### src/rtl/bicubic_tap_sequencer.sv
// Bicubic resize front-end: walks every output pixel of a fixed square
// output image and issues its 16 neighbourhood taps on a valid/ready stream.
// Source coordinates are tracked with running accumulators, so there is no multiplier.
module bicubic_tap_sequencer #(
    parameter int unsigned SHIFT_AMOUNT = 8,
    parameter int unsigned OUT_LOG2     = 7,
    parameter int unsigned DIM_W        = 16
) (
    input  logic                    clk,
    input  logic                    rst_n,
    input  logic                    start,
    input  logic [DIM_W-1:0]        in_rows,
    input  logic [DIM_W-1:0]        in_cols,
    output logic                    tap_valid,
    input  logic                    tap_ready,
    output logic signed [31:0]      i,
    output logic signed [31:0]      j,
    output logic signed [31:0]      m,
    output logic signed [31:0]      n,
    output logic signed [31:0]      x_ratio,
    output logic signed [31:0]      y_ratio,
    output logic signed [31:0]      x_old,
    output logic signed [31:0]      y_old,
    output logic [DIM_W-1:0]        src_row,
    output logic [DIM_W-1:0]        src_col,
    output logic                    first_tap,
    output logic                    last_tap,
    output logic                    busy,
    output logic                    done
);

    localparam int unsigned RatioShift = SHIFT_AMOUNT - OUT_LOG2;
    localparam logic signed [31:0] LastIdx = 32'(2 ** OUT_LOG2 - 1);

    typedef enum logic [1:0] {StIdle, StLoad, StRun, StDone} state_e;

    state_e             state_q, state_d;
    logic [DIM_W-1:0]   rows_q, rows_d, cols_q, cols_d;
    logic signed [31:0] x_ratio_q, x_ratio_d, y_ratio_q, y_ratio_d;
    logic signed [31:0] i_q, i_d, j_q, j_d, m_q, m_d, n_q, n_d;
    logic signed [31:0] acc_x_q, acc_x_d, acc_y_q, acc_y_d;

    // Clamp a signed coordinate into [0, dim-1]
    function automatic logic [DIM_W-1:0] clamp_dim(input logic signed [31:0] s,
                                                   input logic [DIM_W-1:0]   d);
        logic signed [31:0] d_ext;
        d_ext = $signed({{(32 - DIM_W){1'b0}}, d});
        if (s < 32'sd0) begin
            return '0;
        end else if (s >= d_ext) begin
            return d - DIM_W'(1);
        end else begin
            return s[DIM_W-1:0];
        end
    endfunction

    // Next-state logic: frame control plus the n -> m -> j -> i tap walk
    always_comb begin
        state_d   = state_q;
        rows_d    = rows_q;
        cols_d    = cols_q;
        x_ratio_d = x_ratio_q;
        y_ratio_d = y_ratio_q;
        i_d       = i_q;
        j_d       = j_q;
        m_d       = m_q;
        n_d       = n_q;
        acc_x_d   = acc_x_q;
        acc_y_d   = acc_y_q;
        unique case (state_q)
            StIdle: begin
                if (start) begin
                    state_d   = StLoad;
                    rows_d    = in_rows;
                    cols_d    = in_cols;
                    x_ratio_d = $signed({{(32 - DIM_W){1'b0}}, in_cols}) <<< RatioShift;
                    y_ratio_d = $signed({{(32 - DIM_W){1'b0}}, in_rows}) <<< RatioShift;
                end
            end
            StLoad: begin
                if (rows_q == '0 || cols_q == '0) begin
                    state_d = StDone;
                end else begin
                    state_d = StRun;
                    i_d     = 32'sd0;
                    j_d     = 32'sd0;
                    m_d     = -32'sd1;
                    n_d     = -32'sd1;
                    acc_x_d = 32'sd0;
                    acc_y_d = 32'sd0;
                end
            end
            StRun: begin
                if (tap_ready) begin
                    if (n_q != 32'sd2) begin
                        n_d = n_q + 32'sd1;
                    end else begin
                        n_d = -32'sd1;
                        if (m_q != 32'sd2) begin
                            m_d = m_q + 32'sd1;
                        end else begin
                            m_d = -32'sd1;
                            if (j_q != LastIdx) begin
                                j_d     = j_q + 32'sd1;
                                acc_x_d = acc_x_q + x_ratio_q;
                            end else begin
                                j_d     = 32'sd0;
                                acc_x_d = 32'sd0;
                                if (i_q != LastIdx) begin
                                    i_d     = i_q + 32'sd1;
                                    acc_y_d = acc_y_q + y_ratio_q;
                                end else begin
                                    state_d = StDone;
                                end
                            end
                        end
                    end
                end
            end
            StDone: begin
                state_d = StIdle;
            end
            default: begin
                state_d = StIdle;
            end
        endcase
    end

    // State and tap-field registers
    always_ff @(posedge clk or negedge rst_n) begin
        if (!rst_n) begin
            state_q   <= StIdle;
            rows_q    <= '0;
            cols_q    <= '0;
            x_ratio_q <= '0;
            y_ratio_q <= '0;
            i_q       <= '0;
            j_q       <= '0;
            m_q       <= '0;
            n_q       <= '0;
            acc_x_q   <= '0;
            acc_y_q   <= '0;
        end else begin
            state_q   <= state_d;
            rows_q    <= rows_d;
            cols_q    <= cols_d;
            x_ratio_q <= x_ratio_d;
            y_ratio_q <= y_ratio_d;
            i_q       <= i_d;
            j_q       <= j_d;
            m_q       <= m_d;
            n_q       <= n_d;
            acc_x_q   <= acc_x_d;
            acc_y_q   <= acc_y_d;
        end
    end

    // Outputs decoded from registered state only (no path from tap_ready)
    always_comb begin
        tap_valid = (state_q == StRun);
        busy      = (state_q == StLoad) || (state_q == StRun);
        done      = (state_q == StDone);
        i         = i_q;
        j         = j_q;
        m         = m_q;
        n         = n_q;
        x_ratio   = x_ratio_q;
        y_ratio   = y_ratio_q;
        x_old     = acc_x_q >>> SHIFT_AMOUNT;
        y_old     = acc_y_q >>> SHIFT_AMOUNT;
        src_row   = '0;
        src_col   = '0;
        first_tap = 1'b0;
        last_tap  = 1'b0;
        // Clamped coordinates are only meaningful while a tap is on the bus
        if (tap_valid) begin
            src_row   = clamp_dim(y_old + m_q, rows_q);
            src_col   = clamp_dim(x_old + n_q, cols_q);
            first_tap = (m_q == -32'sd1) && (n_q == -32'sd1);
            last_tap  = (m_q == 32'sd2) && (n_q == 32'sd2);
        end
    end

endmodule

### config.mk
export PLATFORM = sky130hd
export DESIGN_NAME = bicubic_tap_sequencer
export DESIGN_NICKNAME = d
export VERILOG_FILES = /design/src/rtl/bicubic_tap_sequencer.sv
export SDC_FILE = /design/constraint.sdc
export NUM_CORES = 1
export LEC_CHECK = 0
export ABC_CLOCK_PERIOD_IN_PS = 6430
export CAP_MARGIN = 5
export CORE_MARGIN = 2
export CORE_UTILIZATION = 50
export CTS_BUF_LIST = sky130_fd_sc_hd__clkbuf_4
export DETAILED_ROUTE_END_ITERATION = 6
export GPL_ROUTABILITY_DRIVEN = 0
export PLACE_DENSITY = 0.86
export SLEW_MARGIN = 5
export SYNTH_ARGS = -nofsm -noshare
export SYNTH_HDL_FRONTEND = slang
export SYNTH_SLANG_ARGS = --single-unit
### constraint.sdc
create_clock -name clk -period 6.43 [get_ports clk]
set_input_delay 0.9645 -clock clk [delete_from_list [all_inputs] [get_ports clk]]
set_output_delay 0.9645 -clock clk [all_outputs]
set_load 0.02 [all_outputs]
==> reports/metrics.csv <==
stage;metric;value;unit
timing;final.min_clock_period;6.640;ns
grt;grt_overflow;0;
finish;num-fill-cells;2846;
status;violated_checks;DRC, setup timing;
drt;via_cell_ratio;6.296;
pwr;p_seq_frac;0.203;
floorplan;core;35740;sq um
synthesis;synth_fa_ha_area_frac;0.09989;
finish;multi_input_comb_area;11940;sq um
hold_path;min-delay-path-class;in -> async;
timing;timing.final.setup_violations;17;
drt;wire_per_inst;20.60;um
clock_tree;cts.reportedPaths.clkPinSlew;0.07;ns
clock_tree;cts_buffer_depth;3;
synthesis;synth-compound-area-share;0.1797;
pwr;p_leak;9.920;nW
clock_tree;cts_sinks;224;
pwr;power_density;493.1;nW/um^2
finish;syn2layout_area_growth;25.07;%
timing;post-route-period-util;1.033;
timing;hold_viol;0;
setup_path;start_kind;flop;
floorplan;floorplan_die_height;194.9;um
synthesis;synth_enable_flop_cells;0;
finish;final_design_instance_area_without_fill;22780;sq um
pwr;post-layout-total-power;11.23;mW
clock_tree;ctsRootBufferMaster;sky130_fd_sc_hd__clkbuf_4;
timing;postLayoutSetupSlackWorst;-0.2099;ns
status;outcome;finished, violations left;
pwr;clock_power_share;0.127;
setup_path;timing.rr.end;acc_y_q[29];
setup_path;rr_worst_depth;14;
floorplan;num_rows;69;
setup_path;reg2reg_setup_slack;1.68;ns
placed_design;dpl.hpwl;43060;um
timing;grt_setup_unrepaired;yes;
timing;slew_viol_final;0;
grt;grt_pass1_wl;94650;um
placed_design;postPlaceCellArea;21270;sq um
setup_path;regToRegStartpoint;m[0];
run;timing.max_cap.violations;0;
floorplan;design.die.area;37970;sq um
timing;achievable-frequency;150.6;MHz
floorplan;floorplan.initialDensity;0.5096;
drt;drc_errors;2;
drt;drt-initial-drc-count;2037;
synthesis;synthSimpleGateAreaFrac;0.2270;
timing;fin_worst_skew;0.05326;ns
clock_tree;htree_levels;3;
synthesis;dominant_combinational_cell_family_by_area_after_synthesis;simple AND/OR/NAND/NOR gates;
grt;initial_antenna_violation_count;2;
clock_tree;ctsHoldBuffers;0;
floorplan;die_w;194.9;um
clock_tree;cts_tree;yes;
synthesis;synthesis.instances;2178;
finish;register_area;5607;sq um
setup_path;critical_path.endpoint_type;output port;
grt;global_route_met1_usage;0.3898;
drt;vias;18860;
drt;drt_first_pass_iters;7;
pwr;netSwitchingFraction;0.5157;
setup_path;critical_path_class;reg -> out;
setup_path;path_max_fanout;8;
grt;global_route.usage.total;0.3078;
grt;grt_start_max_net_pins;114;
setup_path;critPathArrivalTime;5.68;ns
synthesis;synth_area_in_xor_xnor;0.08608;
timing;worst_slew_margin_rel;0.09938;
grt;globalRouteMet2Util;0.4727;
synthesis;yosys_warnings;0;
synthesis;syn_avg_cell_area;8.362;sq um
setup_path;crit_path_launch;m[0];
pwr;power.switching;5.792;mW
synthesis;yosys_register_bits;224;
pwr;part_of_the_power_in_combinational_logic;0.670;
setup_path;critical_path.endpoint;src_row[7];
synthesis;ys_seq_area_frac;0.3078;
setup_path;worstPathRequired;5.47;ns
pwr;vdd_ir_max;308.8;uV
drt;antenna_violating_nets_post_route;0;
synthesis;mappedNetlistArea;18210;sq um
synthesis;muxShareOfSynthArea;0.02762;
finish;fin_nets;2665;
timing;worstMarginPinSlew;1.337;ns
synthesis;synth_ff_type;sky130_fd_sc_hd__dfrtp_1;
grt;groute.layer.met3.usage;0.08294;
grt;grt.busiest_layer;met2;
grt;first_global_vias;17940;
finish;layout-drive-gt1-share;0.1386;
synthesis;synth-async-reset-ratio;1.000;
placed_design;numPortBuffers;296;
pwr;intPower;5.439;mW
drt;postRouteWirelength;61730;um
clock_tree;cts_buffers;66;
clock_tree;insertion_delay;0.75;ns
finish;utilization;0.6373;
floorplan;num_io_pins;329;
synthesis;synth.distinct_cells;76;
-- through the flow --
step	cells	hold slack, ns	TNS, ns	setup slack, ns
after floorplan	2209	0.4473	0	0.07464
after detailed placement	2849	0.4709	-4.198	-0.2694
after global placement	2849	0.4626	0	0.03133
after global routing	2995	0.3274	-8.903	-0.5751
after CTS	2987	0.2782	-0.03567	-0.01894
final	2996	0.2782	-2.052	-0.2099
-- repair_timing --
item | CTS | global route
setup buffers | 22 | 6
hold endpoints to repair | 0 | 0
gates cloned | 1 | 1
resized for setup | 210 | 62
pin swaps | 23 | 16
endpoints found under the setup margin | 32 | 32
-- power by group through the flow --
stage	combinational (mW)	clock [mW]	sequential [mW]
after CTS	7.03	1.46	2.25
after floorplan	4.37	0	2.41
after detailed placement	6.79	0	2.27
after global placement	6.55	0	2.25
after global routing	8.11	1.54	2.31
final	7.52	1.43	2.28
-- worst max-delay path, cell delays in order (launching register included) --
cell,delay [ns]
sky130_fd_sc_hd__dfrtp_1,0.36
sky130_fd_sc_hd__ha_2,0.20
sky130_fd_sc_hd__inv_2,0.05
sky130_fd_sc_hd__fa_2,0.37
sky130_fd_sc_hd__nor2b_2,0.15
sky130_fd_sc_hd__o31a_1,0.21
sky130_fd_sc_hd__o22ai_2,0.12
sky130_fd_sc_hd__o31ai_2,0.28
sky130_fd_sc_hd__xor2_1,0.26
sky130_fd_sc_hd__ha_1,0.29
sky130_fd_sc_hd__a21o_1,0.18
sky130_fd_sc_hd__a32oi_1,0.19
sky130_fd_sc_hd__o2111ai_1,0.15
sky130_fd_sc_hd__or3_1,0.36
sky130_fd_sc_hd__or4_1,0.39
sky130_fd_sc_hd__a2111o_1,0.34
sky130_fd_sc_hd__nor4_4,0.16
sky130_fd_sc_hd__buf_6,0.19
sky130_fd_sc_hd__nand2_8,0.10
sky130_fd_sc_hd__a221oi_2,0.37
sky130_fd_sc_hd__buf_4,0.22
-- final cells by class --
cell class                      count  share of cell area
Timing Repair Buffer              372              0.1535
Clock buffer                       93             0.03065
Multi-Input combinational cell   1740              0.5241
Tap cell                          461             0.02532
Inverter                           82             0.01351
Clock inverter                     22            0.006537
Sequential cell                   224              0.2461
Antenna cell                        2           0.0002197
-- logic make-up (layout without fill, tap and decap cells) --
group,count (synthesis),after routing
AOI/OAI and AO/OA,503,503
xor gates and xnor gates,179,179
adders and majority gates,143,143
DFF,224,224
muxes,46,46
and+or+nand+nor,835,837
buffers and inverters,247,569
other,1,34
-- layer usage --
layer,wire (um),vias to the layer above
met1,24170,8876
met2,27310,1215
li1,-,8444
met5,12,-
met4,3734,2
met3,6498,326
-- state kept, by name, summed over array words and instances (netlist names) --
signal / flops
i: 32
m: 32
n: 32
cols_q: 16
acc_x_q: 31
acc_y_q: 31
state_q: 2
j: 32
y_ratio: 16
-- cells in the final DEF (no fill, tap or decap), types with 39 or more instances in the layout --
cell type / n
sky130_fd_sc_hd__clkdlybuf4s50_1: 263
sky130_fd_sc_hd__nand2_1: 225
sky130_fd_sc_hd__dfrtp_1: 223
sky130_fd_sc_hd__nor2_1: 157
sky130_fd_sc_hd__o21ai_0: 139
sky130_fd_sc_hd__ha_1: 134
sky130_fd_sc_hd__a21oi_1: 110
sky130_fd_sc_hd__nand3_1: 101
sky130_fd_sc_hd__clkbuf_4: 93
sky130_fd_sc_hd__xor2_1: 89
sky130_fd_sc_hd__buf_4: 88
sky130_fd_sc_hd__xnor2_1: 87
sky130_fd_sc_hd__inv_1: 80
sky130_fd_sc_hd__nor3_1: 65
sky130_fd_sc_hd__and3_1: 59
sky130_fd_sc_hd__nand4_1: 46
sky130_fd_sc_hd__a21o_1: 39
sky130_fd_sc_hd__nor4_1: 39
-- cell usage after synthesis, types with 46 or more instances --
cell,instances,area share
sky130_fd_sc_hd__nand2_1,226,0.047
sky130_fd_sc_hd__dfrtp_1,224,0.31
sky130_fd_sc_hd__nor2_1,159,0.033
sky130_fd_sc_hd__o21ai_0,144,0.040
sky130_fd_sc_hd__ha_1,139,0.095
sky130_fd_sc_hd__a21oi_1,116,0.032
sky130_fd_sc_hd__nand3_1,102,0.028
sky130_fd_sc_hd__buf_4,96,0.040
sky130_fd_sc_hd__xnor2_1,90,0.043
sky130_fd_sc_hd__xor2_1,89,0.043
sky130_fd_sc_hd__inv_1,81,0.017
sky130_fd_sc_hd__nor3_1,75,0.021
sky130_fd_sc_hd__and3_1,59,0.020
sky130_fd_sc_hd__clkbuf_1,56,0.012
sky130_fd_sc_hd__nand4_1,46,0.016
-- worst min-delay path by stage --
stage	start	to	slack, ns	cells past startpoint
floorplan	acc_x_q[4]	acc_x_q[4]	0.45	2
detailed placement	acc_y_q[4]	acc_y_q[4]	0.47	2
CTS	rst_n	i[24]	0.28	1
global placement	acc_x_q[4]	acc_x_q[4]	0.46	2
finish	rst_n	i[24]	0.28	1
global route	rst_n	i[20]	0.33	1
(Power assumes the default switching activity.)
